==> src/rtl/pc_fetch_unit.sv <==
// rtl/pc_fetch_unit.sv - MIPS program counter and instruction fetch stage
// Fetches over a ready handshake, executes until instr_done, then selects the next PC.
module pc_fetch_unit #(
    parameter logic [31:0] RESET_VECTOR = 32'h0000_0000
) (
    input  logic        clk,
    input  logic        reset,
    output logic        imem_req,
    output logic [31:0] imem_addr,
    input  logic        imem_ready,
    input  logic [31:0] imem_rdata,
    output logic [31:0] instruction,
    output logic        instr_valid,
    input  logic        instr_done,
    output logic [31:0] pc,
    output logic [31:0] pc_plus4,
    input  logic        branch_taken,
    input  logic [31:0] branch_imm,
    input  logic        jump,
    input  logic [31:0] jump_address,
    input  logic        jr,
    input  logic [31:0] jr_target,
    output logic        halted
);

    typedef enum logic [1:0] {
        FETCH = 2'd0,
        EXEC  = 2'd1,
        HALT  = 2'd2
    } state_t;

    state_t      state_q, state_d;
    logic [31:0] pc_q, pc_d;
    logic [31:0] instr_q, instr_d;
    logic        halted_q, halted_d;
    logic [31:0] next_pc;

    assign pc          = pc_q;
    assign pc_plus4    = pc_q + 32'd4;
    assign imem_addr   = pc_q;
    assign instruction = instr_q;
    assign halted      = halted_q;

    // Next-PC select: jr over jump over branch over sequential.
    always_comb begin
        next_pc = pc_plus4;
        if (jr) begin
            next_pc = jr_target;
        end else if (jump) begin
            next_pc = jump_address;
        end else if (branch_taken) begin
            next_pc = pc_plus4 + {branch_imm[29:0], 2'b00};
        end
    end

    always_comb begin
        state_d     = state_q;
        pc_d        = pc_q;
        instr_d     = instr_q;
        halted_d    = halted_q;
        imem_req    = 1'b0;
        instr_valid = 1'b0;
        case (state_q)
            FETCH: begin
                imem_req = 1'b1;
                if (imem_ready) begin
                    instr_d = imem_rdata;
                    state_d = EXEC;
                end
            end
            EXEC: begin
                instr_valid = 1'b1;
                if (instr_done) begin
                    // Only a register target can be misaligned; stop rather than fetch it.
                    if (next_pc[1:0] != 2'b00) begin
                        halted_d = 1'b1;
                        state_d  = HALT;
                    end else begin
                        pc_d    = next_pc;
                        state_d = FETCH;
                    end
                end
            end
            HALT: begin
                state_d = HALT;
            end
            default: begin
                state_d = FETCH;
            end
        endcase
    end

    always_ff @(posedge clk) begin
        if (reset) begin
            state_q  <= FETCH;
            pc_q     <= RESET_VECTOR;
            instr_q  <= 32'h0000_0000;
            halted_q <= 1'b0;
        end else begin
            state_q  <= state_d;
            pc_q     <= pc_d;
            instr_q  <= instr_d;
            halted_q <= halted_d;
        end
    end

endmodule

==> config.mk <==
export PLATFORM = sky130hd
export DESIGN_NAME = pc_fetch_unit
export DESIGN_NICKNAME = d
export VERILOG_FILES = /design/src/rtl/pc_fetch_unit.sv
export SDC_FILE = /design/constraint.sdc
export NUM_CORES = 1
export LEC_CHECK = 0
export CAP_MARGIN = 0
export CELL_PAD_IN_SITES_DETAIL_PLACEMENT = 1
export CELL_PAD_IN_SITES_GLOBAL_PLACEMENT = 2
export CORE_UTILIZATION = 24
export DETAILED_ROUTE_END_ITERATION = 7
export GPL_TIMING_DRIVEN = 0
export PLACE_DENSITY = 0.95
export SYNTH_ARGS = -nofsm -noshare
export SYNTH_HDL_FRONTEND = slang
export SYNTH_SLANG_ARGS = --single-unit
==> constraint.sdc <==
create_clock -name clk -period 6.78 [get_ports clk]
set_input_delay 1.356 -clock clk [delete_from_list [all_inputs] [get_ports clk]]
set_output_delay 1.356 -clock clk [all_outputs]
set_load 0.02 [all_outputs]
[Word-level counts from Yosys, hierarchy flattened]
Index checks and enable logic that the tools add are counted.
Word-level totals
  flip-flop bits (word level): 67
  input port bits: 135
  output and inout bits: 131
  logic and storage cells: 26
Operators by class
  bitwise operators: 1
  equality and inequality tests: 4
  muxes and demuxes: 9
  reduce and logical (&&, ||, !) cells: 6
  add/subtract/negate cells: 2
Operator list (count)
  32-bit 2-to-1 mux: 3
  32-bit by 3-bit adder with 32-bit output, second input constant: 1
  32-bit adder: 1
  2-bit 2-to-1 mux: 3
  2-bit case mux with 3 select lines: 1
  3-bit AND reduction: 2
  2-bit != test, second input constant: 2
  2-bit AND reduction: 2
  2-bit by 1-bit == test with 1-bit output, second input constant: 1
  2-bit == test, second input constant: 1
  2-bit logical NOT: 1
  1-bit 2-to-1 mux: 2
  2-bit nonzero test: 1
  1-bit NOT: 1

[Logic depth before layout (Yosys ltp)]
  word-level depth: 9
  mapped depth: 17

[Worst setup path after synthesis]
No wires, ideal clock.
  kind: flip-flop to flip-flop
  start point: reg pc_q[2] (netlist: imem_addr[2])
  end point: reg pc_q[23] (netlist: imem_addr[23])
  stages on the path, launching flop included: 18
  library setup time: 0.130 ns
  data required time: 6.650 ns
  path buffers: 2
  data arrival time: 3.954 ns
  period minus slack after synthesis: 4.085 ns
  setup slack: 2.695 ns
  cell sequence: dfxtp_1 -> and2_1 -> and4_1 -> clkbuf_1 -> nand3_1 -> nor2_1 -> xor2_1 -> ha_1 -> buf_6 -> a21o_1 -> a31o_1 -> a41o_1 -> a21o_1 -> o21ai_2 -> a21oi_1 -> or3_1 -> a311oi_1 -> o22ai_1
On the way
  word-level cells in the longest chain between the ends: 5
RTL lines
  start: declaration: line 33  | logic [31:0] pc_q, pc_d;
  start signal: assignment: line 101  | pc_q <= pc_d;
  32-bit by 3-bit adder with 32-bit output: line 39  | assign pc_plus4 = pc_q + 32'd4;
  net pc_plus4[15]: line 16  | output logic [31:0] pc_plus4,
  32-bit adder: line 52  | next_pc = pc_plus4 + {branch_imm[29:0], 2'b00};
  32-bit 2-to-1 mux: line 51  | end else if (branch_taken) begin
  32-bit 2-to-1 mux: line 49  | end else if (jump) begin
  32-bit 2-to-1 mux: line 47  | if (jr) begin
The timed path passes the listed nets, and every way through them passes these cells.
A chain may end at the register's enable or synchronous reset.

[Final worst setup path]
  start point: reg pc_q[2] (netlist: imem_addr[2])
  end point: out pc_plus4[28]
On the way
  word-level cells in the longest chain between the ends: 1
RTL lines (line)
  32-bit by 3-bit adder with 32-bit output: 39
  end: declaration: 16
No other way between the ends.

==> impl_summary.log <==
[metrics] total vias in the final route: 6835
[metrics] Port-buffer cells: 260
[metrics] TritonCTS buffer count: 9
[metrics] worst voltage drop across the vdd grid: 0.0001006 V
[metrics] start point of the worst min-delay path: instruction[8]
[metrics] overall global routing resource usage: 0.2219
[metrics] worst path required time: 5420 ps
[metrics] number of nets with antenna violations after routing: 0
[metrics] crit path launch type: flip-flop
[metrics] setup slack of the critical path after layout: 1922 ps
[metrics] Syn Nets: 941
[metrics] start-to-end type of the worst setup path: reg2out
[metrics] setup repair after global routing missed its margin: no
[metrics] share of cells above drive strength 1: 0.06220
[metrics] Horiz. Die Dim: 155.2 um
[metrics] number of endpoints with negative hold slack in the final report: 0
[metrics] maximum clock frequency: 205.8 MHz
[metrics] cell type with the largest total area after synthesis: sky130_fd_sc_hd__dfxtp_1
[metrics] run status: complete, no violations
[metrics] sequential cell area in the final layout: 0.001341 sq mm
[metrics] violation count after the first detailed-route iteration: 413
[metrics] Die Y-Extent: 155.2 um
[metrics] hold crit path type: reg2reg
[metrics] final slew viol count: 0
[metrics] proportion of synthesized chip area in sequential cells: 0.2381
[metrics] Yosys reg bits: 67
[metrics] worst rel slew slack: 0.4542
[metrics] insertion delay of the later-clocked pin in the worst-skew pair: 350 ps
[metrics] Antenna Cells: 0
[metrics] largest net degree at the start of global routing: 14
[metrics] number of distinct library cells after synthesis: 63
[metrics] row count: 55
[metrics] I/O pin count: 266
[metrics] first-pass GRT wire length: 40.42 mm
[metrics] leading cell types by total area after synthesis: sky130_fd_sc_hd__dfxtp_1, sky130_fd_sc_hd__nand2_1, sky130_fd_sc_hd__ha_1
[metrics] Routed Wire Length: 27.07 mm
[metrics] area share of the largest cell type after synthesis: 0.2381
[metrics] Tightest Pin Transition: 815.7 ps
[metrics] GRT met2 Usage: 0.3788
[metrics] most used routing layer: met2
[metrics] global-route met3 utilization: 0.03203
[metrics] library cell with the highest instance count after synthesis: sky130_fd_sc_hd__nand2_1
[metrics] FILL cells: 2826
[metrics] via count of the first global-routing pass: 7018
[metrics] CTS tree: built
[metrics] Die Outline Area: 0.02409 sq mm
[metrics] mean area per synthesized cell: 7.327 sq um
[metrics] Multi-input gate area: 0.003776 sq mm
[metrics] area of the mapped netlist: 0.005634 sq mm
[metrics] number of buffers inserted to repair setup after CTS: 0
[metrics] worst-case reg-to-reg path depth: 17
[metrics] Ys Warns: 0
[metrics] FF-to-FF setup slack: 2140 ps
[metrics] Reg-to-Reg Start: imem_addr[2]
[metrics] final worst-path cycle share: 0.7165
[metrics] setup skew after layout: 6.839 ps
[metrics] initial antenna violation count: 0
[metrics] number of sinks handled by clock tree synthesis: 67
[metrics] Vias per Instance: 5.033
[metrics] met1 Use GR: 0.2833
[metrics] setup tns final: 0 ps
[metrics] crit path capture type: primary output
[metrics] r2r endpoint: imem_addr[23]
[metrics] Post-synth EDFFs: 0
[metrics] first-pass iteration count of the detailed router: 6
[metrics] Detailed Place HPWL: 21.38 mm
[metrics] data arrival time of the worst path: 3500 ps
[metrics] total of endpoints with negative setup slack in the final report: 0
[metrics] most instantiated cells after synthesis: sky130_fd_sc_hd__nand2_1, sky130_fd_sc_hd__a21oi_1, sky130_fd_sc_hd__dfxtp_1
[metrics] min cycle time layout: 4858 ps
[metrics] starting density of the core: 0.2466
[metrics] area growth from synthesis to layout: 58.09%
[metrics] pre-CTS setup slack: 1866 ps
[metrics] LEAKAGE: 0.003526 uW
[metrics] async set-reset flop share out of synthesis: 0
[metrics] MaxCap Viol Count: 0
[metrics] Gate Count Post-Synth: 769
[metrics] primary flip-flop cell chosen by synthesis mapping: sky130_fd_sc_hd__dfxtp_1
[metrics] clock buffer depth: 2
[metrics] count of hold buffers inserted by post-cts repair: 0
[metrics] cell at the root of the clock tree: sky130_fd_sc_hd__clkbuf_16
[metrics] GP Congestion: 0.8706
[metrics] number of levels in the clock H-tree: 3
[metrics] total core area: 0.02285 sq mm
[metrics] worst-path fanout max: 6
[metrics] clock-pin slew on the worst setup and hold paths: 70 ps
[metrics] Endpoint, Worst Hold: instruction[8]
[metrics] power per unit of standard cell area: 150.4 mW/mm^2
[metrics] residual overflow from global routing: 0
[metrics] DRC: 0
[metrics] worst hold path cell count: 2
[metrics] wire length per cell after detailed routing: 19.93 um
[metrics] Resized cells post-CTS: 0
[metrics] final layout net count: 1212
[power by group]
part,switching [uW],internal (uW),leakage (uW)
clock network,214,251,0.000140
registers,20.2,414,0.000547
logic,230,211,0.00284
[cell type report]
cell class | instances | share of cell area
inverter | 11 | 0.004635
multi-input combinational | 612 | 0.4239
sequential | 67 | 0.1506
buffer | 79 | 0.05338
tap | 313 | 0.04397
timing repair buffer | 260 | 0.2922
clock inverter | 7 | 0.006040
clock buffer | 9 | 0.02528
[state kept, by name (all words and copies together), names as in the netlist]
name and cells:
instruction 32, state_q 2, halted 1, imem_addr 32
[critical path, cell delays in order (launching register included)]
cell and delay, ps:
sky130_fd_sc_hd__dfxtp_1 460, sky130_fd_sc_hd__ha_1 280, sky130_fd_sc_hd__and4_1 370, sky130_fd_sc_hd__nand3_1 330, sky130_fd_sc_hd__nor3_1 510, sky130_fd_sc_hd__nand2_1 130, sky130_fd_sc_hd__xnor2_1 380, sky130_fd_sc_hd__clkdlybuf4s50_1 700
[layer usage]
layer | share of wire | vias to the layer above
li1 | - | 3294
met1 | 0.45 | 3281
met2 | 0.48 | 221
met3 | 0.048 | 39
met4 | 0.027 | 0
met5 | 0 | -
[how the worst max path moves through the flow]
stage	from	slack [ps]	to	depth (start not counted)
finish	imem_addr[2]	1920	pc_plus4[28]	7
global route	imem_addr[2]	1740	pc_plus4[21]	8
CTS	imem_addr[2]	1910	pc_plus4[21]	8
detailed placement	branch_imm[0]	1870	imem_addr[28]	12
global placement	branch_imm[0]	1880	imem_addr[28]	12
floorplan	imem_addr[2]	2700	imem_addr[23]	17
[cells in the final DEF, fill, tap and decap left out, types with 5 or more instances in the layout]
cell type	n
sky130_fd_sc_hd__ha_1	36
sky130_fd_sc_hd__dfxtp_1	67
sky130_fd_sc_hd__nand4_1	13
sky130_fd_sc_hd__o211ai_1	18
sky130_fd_sc_hd__and3_1	12
sky130_fd_sc_hd__a31oi_1	6
sky130_fd_sc_hd__nor3_1	20
sky130_fd_sc_hd__nand2_1	127
sky130_fd_sc_hd__clkbuf_1	37
sky130_fd_sc_hd__clkdlybuf4s50_1	260
sky130_fd_sc_hd__buf_4	37
sky130_fd_sc_hd__xor2_1	23
sky130_fd_sc_hd__nand3_1	22
sky130_fd_sc_hd__and4_1	5
sky130_fd_sc_hd__inv_1	9
sky130_fd_sc_hd__xnor2_1	20
sky130_fd_sc_hd__a211oi_1	21
sky130_fd_sc_hd__o21a_1	9
sky130_fd_sc_hd__nor2_1	61
sky130_fd_sc_hd__clkbuf_16	9
sky130_fd_sc_hd__a221oi_1	5
sky130_fd_sc_hd__o21ai_0	26
sky130_fd_sc_hd__and2_1	8
sky130_fd_sc_hd__or3_1	6
sky130_fd_sc_hd__nor2b_1	6
sky130_fd_sc_hd__a311oi_1	6
sky130_fd_sc_hd__a21o_1	18
sky130_fd_sc_hd__a21oi_1	81
[cells by family (layout without fill, tap and decap cells)]
logic type                 after synthesis  after routing  synth area share
adders and majority gates               37             37           0.08350
and+or+nand+nor                        295            295            0.2401
muxes                                    4              4          0.007107
DFF                                     67             67            0.2381
buffers and inverters                   90            366           0.09172
xor gates and xnor gates                43             43           0.06684
AOI/OAI and AO/OA                      233            233            0.2727
[through the flow]
step | total power, uW | instance area [sq um] | std cells | hold slack [ps] | util
6_report | 1340 | 8907 | 1358 | 453.9 | 0.3899
5_1_grt | 1400 | 8907 | 1358 | 481.0 | 0.3899
4_1_cts | 1354 | 8907 | 1358 | 457.2 | 0.3899
3_5_place_dp | 880.3 | 8628 | 1342 | 447.3 | 0.3777
3_3_place_gp | 875.0 | 8628 | 1342 | 436.3 | 0.3777
2_1_floorplan | 662.4 | 5634 | 769 | 463.2 | -
Power figures use the tool's default switching activity.
